`config.mk`:
```
export PLATFORM = sky130hd
export DESIGN_NAME = vending_machine_core_flat
export DESIGN_NICKNAME = d
export VERILOG_FILES = /design/src/rtl/vending_machine_core_if.sv /design/src/rtl/vending_machine_core.sv /design/src/flat_wrapper.sv
export SDC_FILE = /design/constraint.sdc
export NUM_CORES = 1
export LEC_CHECK = 0
export ABC_AREA = 1
export CAP_MARGIN = 0
export CELL_PAD_IN_SITES_DETAIL_PLACEMENT = 0
export CELL_PAD_IN_SITES_GLOBAL_PLACEMENT = 1
export CORE_MARGIN = 2
export CORE_UTILIZATION = 41
export CTS_CLUSTER_SIZE = 25
export DETAILED_ROUTE_END_ITERATION = 6
export GPL_TIMING_DRIVEN = 0
export HOLD_SLACK_MARGIN = 0.03
export PLACE_DENSITY_LB_ADDON = 0.1
export SYNTH_ARGS = -nofsm -noshare
export SYNTH_HDL_FRONTEND = slang
export SYNTH_SLANG_ARGS = --single-unit
```
`constraint.sdc`:
```
create_clock -name clk -period 10.4 [get_ports clk]
set_clock_uncertainty 0.1 [all_clocks]
set_input_delay 3.12 -clock clk [delete_from_list [all_inputs] [get_ports clk]]
set_output_delay 3.12 -clock clk [all_outputs]
set_load 0.005 [all_outputs]
```
`src/rtl/vending_machine_core_if.sv`:
```
// Coin/button front-end and actuator signals of the vending-machine core.
// The master drives customer inputs and price tables; the slave (core) drives the actuator outputs.
interface vending_machine_core_if #(
  parameter int NUM_ITEMS  = 4,
  parameter int NUM_COINS  = 3,
  parameter int TOTAL_BITS = 16
);
  logic [NUM_COINS-1:0]            i_input_coin;
  logic [NUM_ITEMS-1:0]            i_select_item;
  logic                            i_trigger_return;
  logic [NUM_ITEMS*TOTAL_BITS-1:0] i_item_price;
  logic [NUM_COINS*TOTAL_BITS-1:0] i_coin_value;
  logic [NUM_ITEMS-1:0]            o_available_item;
  logic [NUM_ITEMS-1:0]            o_output_item;
  logic [NUM_COINS-1:0]            o_return_coin;
  logic                            o_coin_reject;
  logic [TOTAL_BITS-1:0]           o_current_total;
  logic                            o_busy;

  modport master (
    output i_input_coin, i_select_item, i_trigger_return, i_item_price, i_coin_value,
    input  o_available_item, o_output_item, o_return_coin, o_coin_reject,
           o_current_total, o_busy
  );

  modport slave (
    input  i_input_coin, i_select_item, i_trigger_return, i_item_price, i_coin_value,
    output o_available_item, o_output_item, o_return_coin, o_coin_reject,
           o_current_total, o_busy
  );
endinterface

```
`src/rtl/vending_machine_core.sv`:
```
// Sequential vending-machine controller: coin accumulation, idle timeout,
// item dispense pulses and greedy largest-first change return.
module vending_machine_core #(
  parameter int NUM_ITEMS   = 4,
  parameter int NUM_COINS   = 3,
  parameter int TOTAL_BITS  = 16,
  parameter int WAIT_CYCLES = 10
) (
  input  logic                  clk,
  input  logic                  reset,
  vending_machine_core_if.slave bus
);
  localparam int TIMER_BITS = (WAIT_CYCLES < 1) ? 1 : $clog2(WAIT_CYCLES + 1);
  localparam logic [TIMER_BITS-1:0] TIMER_LOAD = TIMER_BITS'(WAIT_CYCLES);

  typedef enum logic [1:0] {
    ST_IDLE     = 2'd0,
    ST_WAIT     = 2'd1,
    ST_DISPENSE = 2'd2,
    ST_RETURN   = 2'd3
  } state_t;

  state_t                 state_r, state_s;
  logic [TOTAL_BITS-1:0]  total_r, total_s;
  logic [TIMER_BITS-1:0]  timer_r, timer_s;
  logic [NUM_ITEMS-1:0]   item_r, item_s;
  logic [NUM_COINS-1:0]   ret_r, ret_s;
  logic                   reject_r, reject_s;
  logic                   busy_r, busy_s;

  logic [NUM_COINS-1:0]   coin_oh_s;
  logic [TOTAL_BITS-1:0]  coin_val_s;
  logic [TOTAL_BITS:0]    coin_sum_s;
  logic                   coin_hit_s;
  logic                   coin_ok_s;
  logic [TOTAL_BITS-1:0]  base_s;
  logic [NUM_COINS-1:0]   fit_s;
  logic [NUM_COINS-1:0]   ret_oh_s;
  logic [TOTAL_BITS-1:0]  ret_val_s;
  logic [NUM_ITEMS-1:0]   avail_s;
  logic [NUM_ITEMS-1:0]   sel_ok_s;
  logic [NUM_ITEMS-1:0]   pick_oh_s;
  logic [TOTAL_BITS-1:0]  pick_price_s;

  // Coin decode, overflow check and greedy change-coin choice.
  always_comb begin
    coin_oh_s  = bus.i_input_coin & (~bus.i_input_coin + NUM_COINS'(1));
    coin_val_s = '0;
    fit_s      = '0;
    for (int j = 0; j < NUM_COINS; j++) begin
      coin_val_s = coin_val_s |
                   ({TOTAL_BITS{coin_oh_s[j]}} & bus.i_coin_value[j*TOTAL_BITS +: TOTAL_BITS]);
      fit_s[j]   = (bus.i_coin_value[j*TOTAL_BITS +: TOTAL_BITS] <= total_r);
    end
    coin_hit_s = |bus.i_input_coin;
    coin_sum_s = {1'b0, total_r} + {1'b0, coin_val_s};
    coin_ok_s  = coin_hit_s & ~coin_sum_s[TOTAL_BITS];
    base_s     = coin_ok_s ? coin_sum_s[TOTAL_BITS-1:0] : total_r;
    // Values rise with index, so fit_s is a thermometer code; keep its top bit.
    ret_oh_s   = fit_s & ~(fit_s >> 1);
    ret_val_s  = '0;
    for (int j = 0; j < NUM_COINS; j++) begin
      ret_val_s = ret_val_s |
                  ({TOTAL_BITS{ret_oh_s[j]}} & bus.i_coin_value[j*TOTAL_BITS +: TOTAL_BITS]);
    end
  end

  // Affordability mask and lowest-index affordable selection.
  always_comb begin
    avail_s = '0;
    for (int i = 0; i < NUM_ITEMS; i++) begin
      avail_s[i] = (state_r == ST_WAIT) &&
                   (total_r >= bus.i_item_price[i*TOTAL_BITS +: TOTAL_BITS]);
    end
    sel_ok_s     = bus.i_select_item & avail_s;
    pick_oh_s    = sel_ok_s & (~sel_ok_s + NUM_ITEMS'(1));
    pick_price_s = '0;
    for (int i = 0; i < NUM_ITEMS; i++) begin
      pick_price_s = pick_price_s |
                     ({TOTAL_BITS{pick_oh_s[i]}} & bus.i_item_price[i*TOTAL_BITS +: TOTAL_BITS]);
    end
  end

  // Next-state, next-total, timer and next-output decisions.
  always_comb begin
    state_s  = state_r;
    total_s  = total_r;
    timer_s  = timer_r;
    item_s   = '0;
    ret_s    = '0;
    reject_s = 1'b0;
    case (state_r)
      ST_IDLE: begin
        if (coin_ok_s) begin
          total_s = base_s;
          timer_s = TIMER_LOAD;
          state_s = ST_WAIT;
        end else begin
          reject_s = coin_hit_s;
        end
      end
      ST_WAIT: begin
        reject_s = coin_hit_s & ~coin_ok_s;
        if (bus.i_trigger_return) begin
          total_s = base_s;
          state_s = ST_RETURN;
        end else if (|pick_oh_s) begin
          total_s = base_s - pick_price_s;
          item_s  = pick_oh_s;
          timer_s = TIMER_LOAD;
          state_s = ST_DISPENSE;
        end else if (coin_ok_s) begin
          total_s = base_s;
          timer_s = TIMER_LOAD;
        end else if (timer_r == TIMER_BITS'(0)) begin
          state_s = ST_RETURN;
        end else begin
          timer_s = timer_r - TIMER_BITS'(1);
        end
      end
      ST_DISPENSE: begin
        reject_s = coin_hit_s;
        if (total_r != TOTAL_BITS'(0)) begin
          timer_s = TIMER_LOAD;
          state_s = ST_WAIT;
        end else begin
          state_s = ST_IDLE;
        end
      end
      ST_RETURN: begin
        reject_s = coin_hit_s;
        if (|ret_oh_s) begin
          ret_s   = ret_oh_s;
          total_s = total_r - ret_val_s;
        end else begin
          total_s = '0;
          state_s = ST_IDLE;
        end
      end
      default: begin
        total_s = '0;
        timer_s = '0;
        state_s = ST_IDLE;
      end
    endcase
    busy_s = (state_s == ST_DISPENSE) || (state_s == ST_RETURN);
  end

  // State, total, timer and registered output pulses.
  always_ff @(posedge clk or posedge reset) begin
    if (reset) begin
      state_r  <= ST_IDLE;
      total_r  <= '0;
      timer_r  <= '0;
      item_r   <= '0;
      ret_r    <= '0;
      reject_r <= 1'b0;
      busy_r   <= 1'b0;
    end else begin
      state_r  <= state_s;
      total_r  <= total_s;
      timer_r  <= timer_s;
      item_r   <= item_s;
      ret_r    <= ret_s;
      reject_r <= reject_s;
      busy_r   <= busy_s;
    end
  end

  assign bus.o_available_item = avail_s;
  assign bus.o_output_item    = item_r;
  assign bus.o_return_coin    = ret_r;
  assign bus.o_coin_reject    = reject_r;
  assign bus.o_current_total  = total_r;
  assign bus.o_busy           = busy_r;
endmodule

```
`src/flat_wrapper.sv`:
```
// flat-port wrapper written by rule: the top's interface ports become plain ports
module vending_machine_core_flat 
#(
  parameter int NUM_ITEMS   = 4,
  parameter int NUM_COINS   = 3,
  parameter int TOTAL_BITS  = 16,
  parameter int WAIT_CYCLES = 10
)
  (clk, reset, bus_i_input_coin, bus_i_select_item, bus_i_trigger_return, bus_i_item_price, bus_i_coin_value, bus_o_available_item, bus_o_output_item, bus_o_return_coin, bus_o_coin_reject, bus_o_current_total, bus_o_busy);
  vending_machine_core_if #(.NUM_ITEMS(NUM_ITEMS), .NUM_COINS(NUM_COINS), .TOTAL_BITS(TOTAL_BITS)) bus_i ();
  input  logic clk;
  input  logic reset;
  input wire logic [$bits(bus_i.i_input_coin)-1:0] bus_i_input_coin;
  input wire logic [$bits(bus_i.i_select_item)-1:0] bus_i_select_item;
  input wire logic [$bits(bus_i.i_trigger_return)-1:0] bus_i_trigger_return;
  input wire logic [$bits(bus_i.i_item_price)-1:0] bus_i_item_price;
  input wire logic [$bits(bus_i.i_coin_value)-1:0] bus_i_coin_value;
  output wire logic [$bits(bus_i.o_available_item)-1:0] bus_o_available_item;
  output wire logic [$bits(bus_i.o_output_item)-1:0] bus_o_output_item;
  output wire logic [$bits(bus_i.o_return_coin)-1:0] bus_o_return_coin;
  output wire logic [$bits(bus_i.o_coin_reject)-1:0] bus_o_coin_reject;
  output wire logic [$bits(bus_i.o_current_total)-1:0] bus_o_current_total;
  output wire logic [$bits(bus_i.o_busy)-1:0] bus_o_busy;
  assign bus_i.i_input_coin = bus_i_input_coin;
  assign bus_i.i_select_item = bus_i_select_item;
  assign bus_i.i_trigger_return = bus_i_trigger_return;
  assign bus_i.i_item_price = bus_i_item_price;
  assign bus_i.i_coin_value = bus_i_coin_value;
  assign bus_o_available_item = bus_i.o_available_item;
  assign bus_o_output_item = bus_i.o_output_item;
  assign bus_o_return_coin = bus_i.o_return_coin;
  assign bus_o_coin_reject = bus_i.o_coin_reject;
  assign bus_o_current_total = bus_i.o_current_total;
  assign bus_o_busy = bus_i.o_busy;
  vending_machine_core #(.NUM_ITEMS(NUM_ITEMS), .NUM_COINS(NUM_COINS), .TOTAL_BITS(TOTAL_BITS), .WAIT_CYCLES(WAIT_CYCLES)) u_core (.clk(clk), .reset(reset), .bus(bus_i));
endmodule
```
## Word level (Yosys, flattened, before mapping)

Index checks and enable logic that the tools add are counted.

- Flip-flop bits (word level): 31
- Logic and storage cells: 100

- Add/sub/neg operators: 6
- Magnitude comparators: 7
- Equality and inequality tests: 9
- Muxes and demuxes: 28
- Bitwise operators: 28
- Reductions and logical operators: 15

Operators by type and width:

| cell | number |
|---|---|
| 16-bit bitwise AND | 10 |
| 16-bit bitwise OR | 7 |
| 16-bit 2-to-1 mux | 5 |
| 16-bit greater-or-equal comparator | 4 |
| 16-bit <= comparator | 3 |
| 16-bit case mux with 3 select lines | 1 |
| 4-bit 2-to-1 mux | 9 |
| 16-bit subtractor | 2 |
| 16-bit by 16-bit adder with 17-bit output | 1 |
| 16-bit nonzero test | 1 |
| 2-bit 2-to-1 mux | 6 |
| 4-bit case mux with 3 select lines | 1 |
| 4-bit bitwise AND | 2 |
| 2-bit equality test (second input constant) | 4 |
| 2-bit case mux with 4 select lines | 1 |
| 3-bit bitwise AND | 2 |
| 3-bit 2-to-1 mux | 2 |
| 3-bit nonzero test | 2 |
| 3-bit OR reduction | 2 |
| 5-bit AND reduction | 1 |
| 4-bit by 1-bit adder with 4-bit output (second input constant) | 1 |
| 1-bit logical AND | 4 |
| 4-bit logical NOT | 1 |
| 2-bit by 1-bit inequality test with 1-bit output (second input constant) | 2 |
| 16 further kinds | 19 |

## Depth between registers and ports, before layout

- Depth after elaboration: 15
- Gate-level depth with buffers: 34
- Depth with buffers taken out: 33

## Worst setup path after synthesis

OpenSTA, ideal clock, no wires.

- Path type: input-to-reg
- From: input port bus_i_input_coin[0]
- To: register u_core.total_r[12] (netlist: u_core.bus.o_current_total[12])
- Setup time: 0.134 ns
- Arrival time: 7.188 ns
- Required time: 10.166 ns
- Setup slack: 2.978 ns
- Stages: 31
- Path through: clkinv_1 > nand3_1 > clkbuf_1 > o221ai_1 > fa_1 > nand3_1 > nand2_1 > a21oi_2 > o21ai_2 > nand3_1 > nand2_1 > nor2_2 > buf_6 > nand2_1 > o21ai_0 > inv_1 > ha_1 > inv_1 > fa_1 > nand3_1 > nand2_1 > nand2_1 > nand2_1 > o21ai_0 > o21ai_0 > a31oi_1 > o21ai_0 > xor2_1 > nand2_1 > nand3_1 > nand4_1

- Word-level cells in the longest chain between the ends: 14
- Elaborated cells on any way between the ends: 18

RTL lines:

| element | RTL line | source |
|---|---|---|
| start, declared | flat_wrapper.sv:13 | `input wire logic [$bits(bus_i.i_input_coin)-1:0] bus_i_input_coin;` |
| 3-bit inverter | vending_machine_core.sv:47 | `coin_oh_s = bus.i_input_coin & (~bus.i_input_coin + NUM_COINS'(1));` |
| 3-bit by 1-bit adder with 3-bit output | vending_machine_core.sv:47 |  |
| 3-bit bitwise AND | vending_machine_core.sv:47 |  |
| 16-bit bitwise AND | vending_machine_core.sv:52 | `({TOTAL_BITS{coin_oh_s[j]}} & bus.i_coin_value[j*TOTAL_BITS +: TOTAL_BITS]);` |
| 16-bit bitwise OR (2 in series) | vending_machine_core.sv:51 | `coin_val_s = coin_val_s \|` |
| 16-bit by 16-bit adder with 17-bit output | vending_machine_core.sv:56 | `coin_sum_s = {1'b0, total_r} + {1'b0, coin_val_s};` |
| 1-bit inverter | vending_machine_core.sv:57 | `coin_ok_s = coin_hit_s & ~coin_sum_s[TOTAL_BITS];` |
| 1-bit bitwise AND | vending_machine_core.sv:57 |  |
| 16-bit 2-to-1 mux | vending_machine_core.sv:58 | `base_s = coin_ok_s ? coin_sum_s[TOTAL_BITS-1:0] : total_r;` |
| 16-bit subtractor or 16-bit 2-to-1 mux (tied branches) | vending_machine_core.sv:108, vending_machine_core.sv:94, vending_machine_core.sv:112 |  |
| 16-bit 2-to-1 mux | vending_machine_core.sv:107 | `end else if (\|pick_oh_s) begin` |
| 16-bit 2-to-1 mux | vending_machine_core.sv:104 | `if (bus.i_trigger_return) begin` |
| 16-bit case mux with 3 select lines * | vending_machine_core.sv:92 | `case (state_r)` |
| end signal, assigned | vending_machine_core.sv:161 | `total_r <= total_s;` |
| end, declared | vending_machine_core.sv:24 | `logic [TOTAL_BITS-1:0] total_r, total_s;` |

Every way passes the cells marked *; elsewhere a longest branch is shown, timed or not.
A chain may end at the register's enable or synchronous reset.

## Worst setup path after layout

Same ends and word-level chain as after synthesis.

==> impl_metrics.csv <==
group,metric,value,unit
worst_setup_path,crit_required,10460,ps
synth,synth_area_leaders,"ha_1, nand2_1, dfrtp_1",
outcome,status,"completed",
synth,yosysMostFrequentCell,"nand2_1",
layout,drive_above_1_share,0.0351,
synth,yosysSeqAreaShare,0.103,
synth,synth_ff_type,"dfrtp_1",
synth,yosysWarnings,0,
layout,fillers,1892,
clock_tree,postCtsHoldBufs,0,
route,via_per_inst,5.34,
power_and_ir_drop,power_density,343,nW/µm²
floorplanning,core,18000,µm²
grt,grt_max_degree,32,
route,wl_per_cell,16.5,µm
route,drt_iter0_markers,370,
grt,grt-ovfl-total,0,
clock_tree,cts_sinks,31,
route,top_layer,"met4",
sta,hold_violations,0,
layout,multiInputGateArea,5870,µm²
floorplanning,die_h,140,µm
worst_setup_path,arrival,8940,ps
sta,setup_tns,0,ps
clock_tree,numCtsBuffers,5,
route,firstDrtPassIters,5,
worst_setup_path,crit_top_cell,"nand2_1",
synth,synth-seq-cells,31,
synth,synth_area,7540,µm²
floorplanning,num_io_pins,151,
synth,yosysTopAreaCell,"ha_1",
floorplanning,rows,49,
sta,tightest_slew,744,ps
sta,period_minus_slack,8880,ps
clock_tree,insertion_delay,290,ps
placed_design,io_buffers,150,
placed_design,dp_hpwl,22000,µm
layout,antenna_cells,0,
layout,regArea,776,µm²
sta,rsz0062_at_grt,"no",
clock_tree,clockRootBuffer,"clkbuf_16",
route,ant_nets,0,
power_and_ir_drop,p_leak,4.91,nW
clock_tree,cts_buffer_depth,2,
clock_tree,post_cts_buffers,0,
sta,finalSetupViolations,0,
floorplanning,fp.dieW,140,µm
power_and_ir_drop,p_total,3.27,mW
route,wl_met3,1400,µm
synth,synthDistinctLibCells,50,
layout,fin_util,0.528,
placed_design,gp_congestion,0.955,
layout,syn_to_final_growth,26.2,%
grt,antenna_found_initial,0,
worst_setup_path,cp_slowest_cell,"clkdlybuf4s50_1",
synth,synth_commonest_cells,"nand2_1, inv_1, ha_1",
floorplanning,die_area,19500,µm²
worst_setup_path,cpPeakStageDelay,530,ps
synth,synth_area_per_cell,6.54,µm²
clock_tree,path_clk_slew,60,ps
synth,synth_nets,1438,
grt,grt_pass1_vias,8329,
layout,finalNonFillerCells,1541,
power_and_ir_drop,peakVddDrop,132,µV
grt,grt_pass1_wl,41300,µm
route,vias,8227,
sta,fmax,113,MHz
sta,relSlewSlack,0.499,
sta,maxSlewViolCount,0,
worst_setup_path,crit_family,"compound AO/OA/AOI/OAI gates",
worst_setup_path,path_class,"in -> reg",
run,drv_cap,0,
worst_setup_path,critPathLaunchType,"input pin",
synth,synth_top_area_frac,0.265,
worst_setup_path,path_max_fanout,10,
worst_setup_path,end_kind,"flop",
route,wirelength,25500,µm
sta,period_share,0.854,
route,dr_wl_met2,11700,µm
route,wl_met1,11500,µm
route,drc_errors,0,
placed_design,dp.cells,1532,
synth,syn_inst,1153,
layout,nNetsFinal,1596,
synth,synth-edff-count,0,
grt,track_usage,0.263,
clock_tree,cts_tree,"yes",
floorplanning,start_util,0.419,
clock_tree,cts_resized,0,
clock_tree,cts-htree-levels,2,
worst_setup_path,path_buf_inv,6,
hold_path,worst_hold_path_type,"reg -> reg",
synth,synthArstFlopShare,1.00,
## final timing paths
check | startpoint | end | slack [ps] | cells past startpoint
setup / recovery | bus_i_input_coin[0] | u_core.bus.o_current_total[12]$_DFFE_PP0P_ | 1520 | 32
hold / removal | u_core.timer_r[1]$_DFFE_PP0P_ | u_core.timer_r[1]$_DFFE_PP0P_ | 420 | 2
setup reg to reg | u_core.bus.o_current_total[1]$_DFFE_PP0P_ | u_core.bus.o_current_total[13]$_DFFE_PP0P_ | 5000 | 29
hold reg to reg | u_core.timer_r[1]$_DFFE_PP0P_ | u_core.timer_r[1]$_DFFE_PP0P_ | 420 | 2
max in group asynchronous | reset | u_core.bus.o_return_coin[0]$_DFF_PP0_ | 6780 | 3
min in group asynchronous | reset | u_core.bus.o_output_item[3]$_DFF_PP0_ | 2980 | 2
## report_power, final
group	internal [mW]	leakage [nW]	total (mW)	switching, mW
Clock	0.102	0.0761	0.163	0.0612
Combinational	1.11	4.45	2.79	1.68
Sequential	0.180	0.384	0.313	0.133
## flip-flops by register name, indices dropped and copies added, names as in the netlist
signal,cells
u_core.bus.o_current_total,16
u_core.bus.o_output_item,4
u_core.timer_r,4
u_core.bus.o_return_coin,3
u_core.state_r,2
u_core.bus.o_busy,1
u_core.bus.o_coin_reject,1
## per-stage QoR
step,worst slack (ps),area [µm²],hold slack (ps)
6_report,1520,9520,416
5_1_grt,921,9520,491
4_1_cts,1530,9490,421
3_5_place_dp,1240,9330,406
3_3_place_gp,1270,9330,403
2_1_floorplan,2980,7540,381
## layout by cell type (no fill, tap or decap), types with 8 or more instances in the layout
master / Yosys / final
nand2_1: 260 / 260
inv_1: 204 / 203
ha_1: 160 / 160
clkdlybuf4s50_1: 0 / 150
a21oi_1: 99 / 99
nor2_1: 70 / 70
nand3_1: 47 / 47
o21ai_0: 42 / 42
dfrtp_1: 31 / 31
a221oi_1: 23 / 23
o22ai_1: 20 / 20
nand4_1: 19 / 19
o21ai_1: 19 / 19
xor2_1: 18 / 18
o221ai_1: 17 / 17
nor3_1: 15 / 15
xnor2_1: 14 / 14
o2111ai_1: 12 / 12
buf_2: 8 / 8
## worst register-to-register path: cells and delay by family (launching register included)
| kind | cells | cell delay (ps) |
|---|---|---|
| flops | 1 | 640 |
| compound gates | 9 | 1720 |
| simple gates | 11 | 860 |
| buf+inv | 7 | 1270 |
| fa+ha+maj | 2 | 710 |
## area by class of cell
| type | count | share of cell area |
|---|---|---|
| buffer | 20 | 0.0118 |
| clock buffer | 7 | 0.0160 |
| clock inverter | 1 | 0.000789 |
| inverter | 210 | 0.0828 |
| multi-input combinational | 892 | 0.616 |
| sequential | 31 | 0.0815 |
| tap | 229 | 0.0301 |
| timing repair buffer | 151 | 0.161 |
## metal layers
metal | track usage | vias up
li1 | - | 4270
met1 | 0.340 | 3648
met2 | 0.456 | 266
met3 | 0.0275 | 43
met4 | 0.0905 | 0
met5 | 0 | -
## kinds of logic after synthesis
family,Yosys count,synth area share
buffers and inverters,230,0.119
xor gates and xnor gates,32,0.0371
and+or+nand+nor,428,0.243
AOI/OAI and AO/OA,269,0.224
DFF,31,0.103
adders and majority gates,163,0.273
No activity file was read; power rests on OpenSTA's default activity.
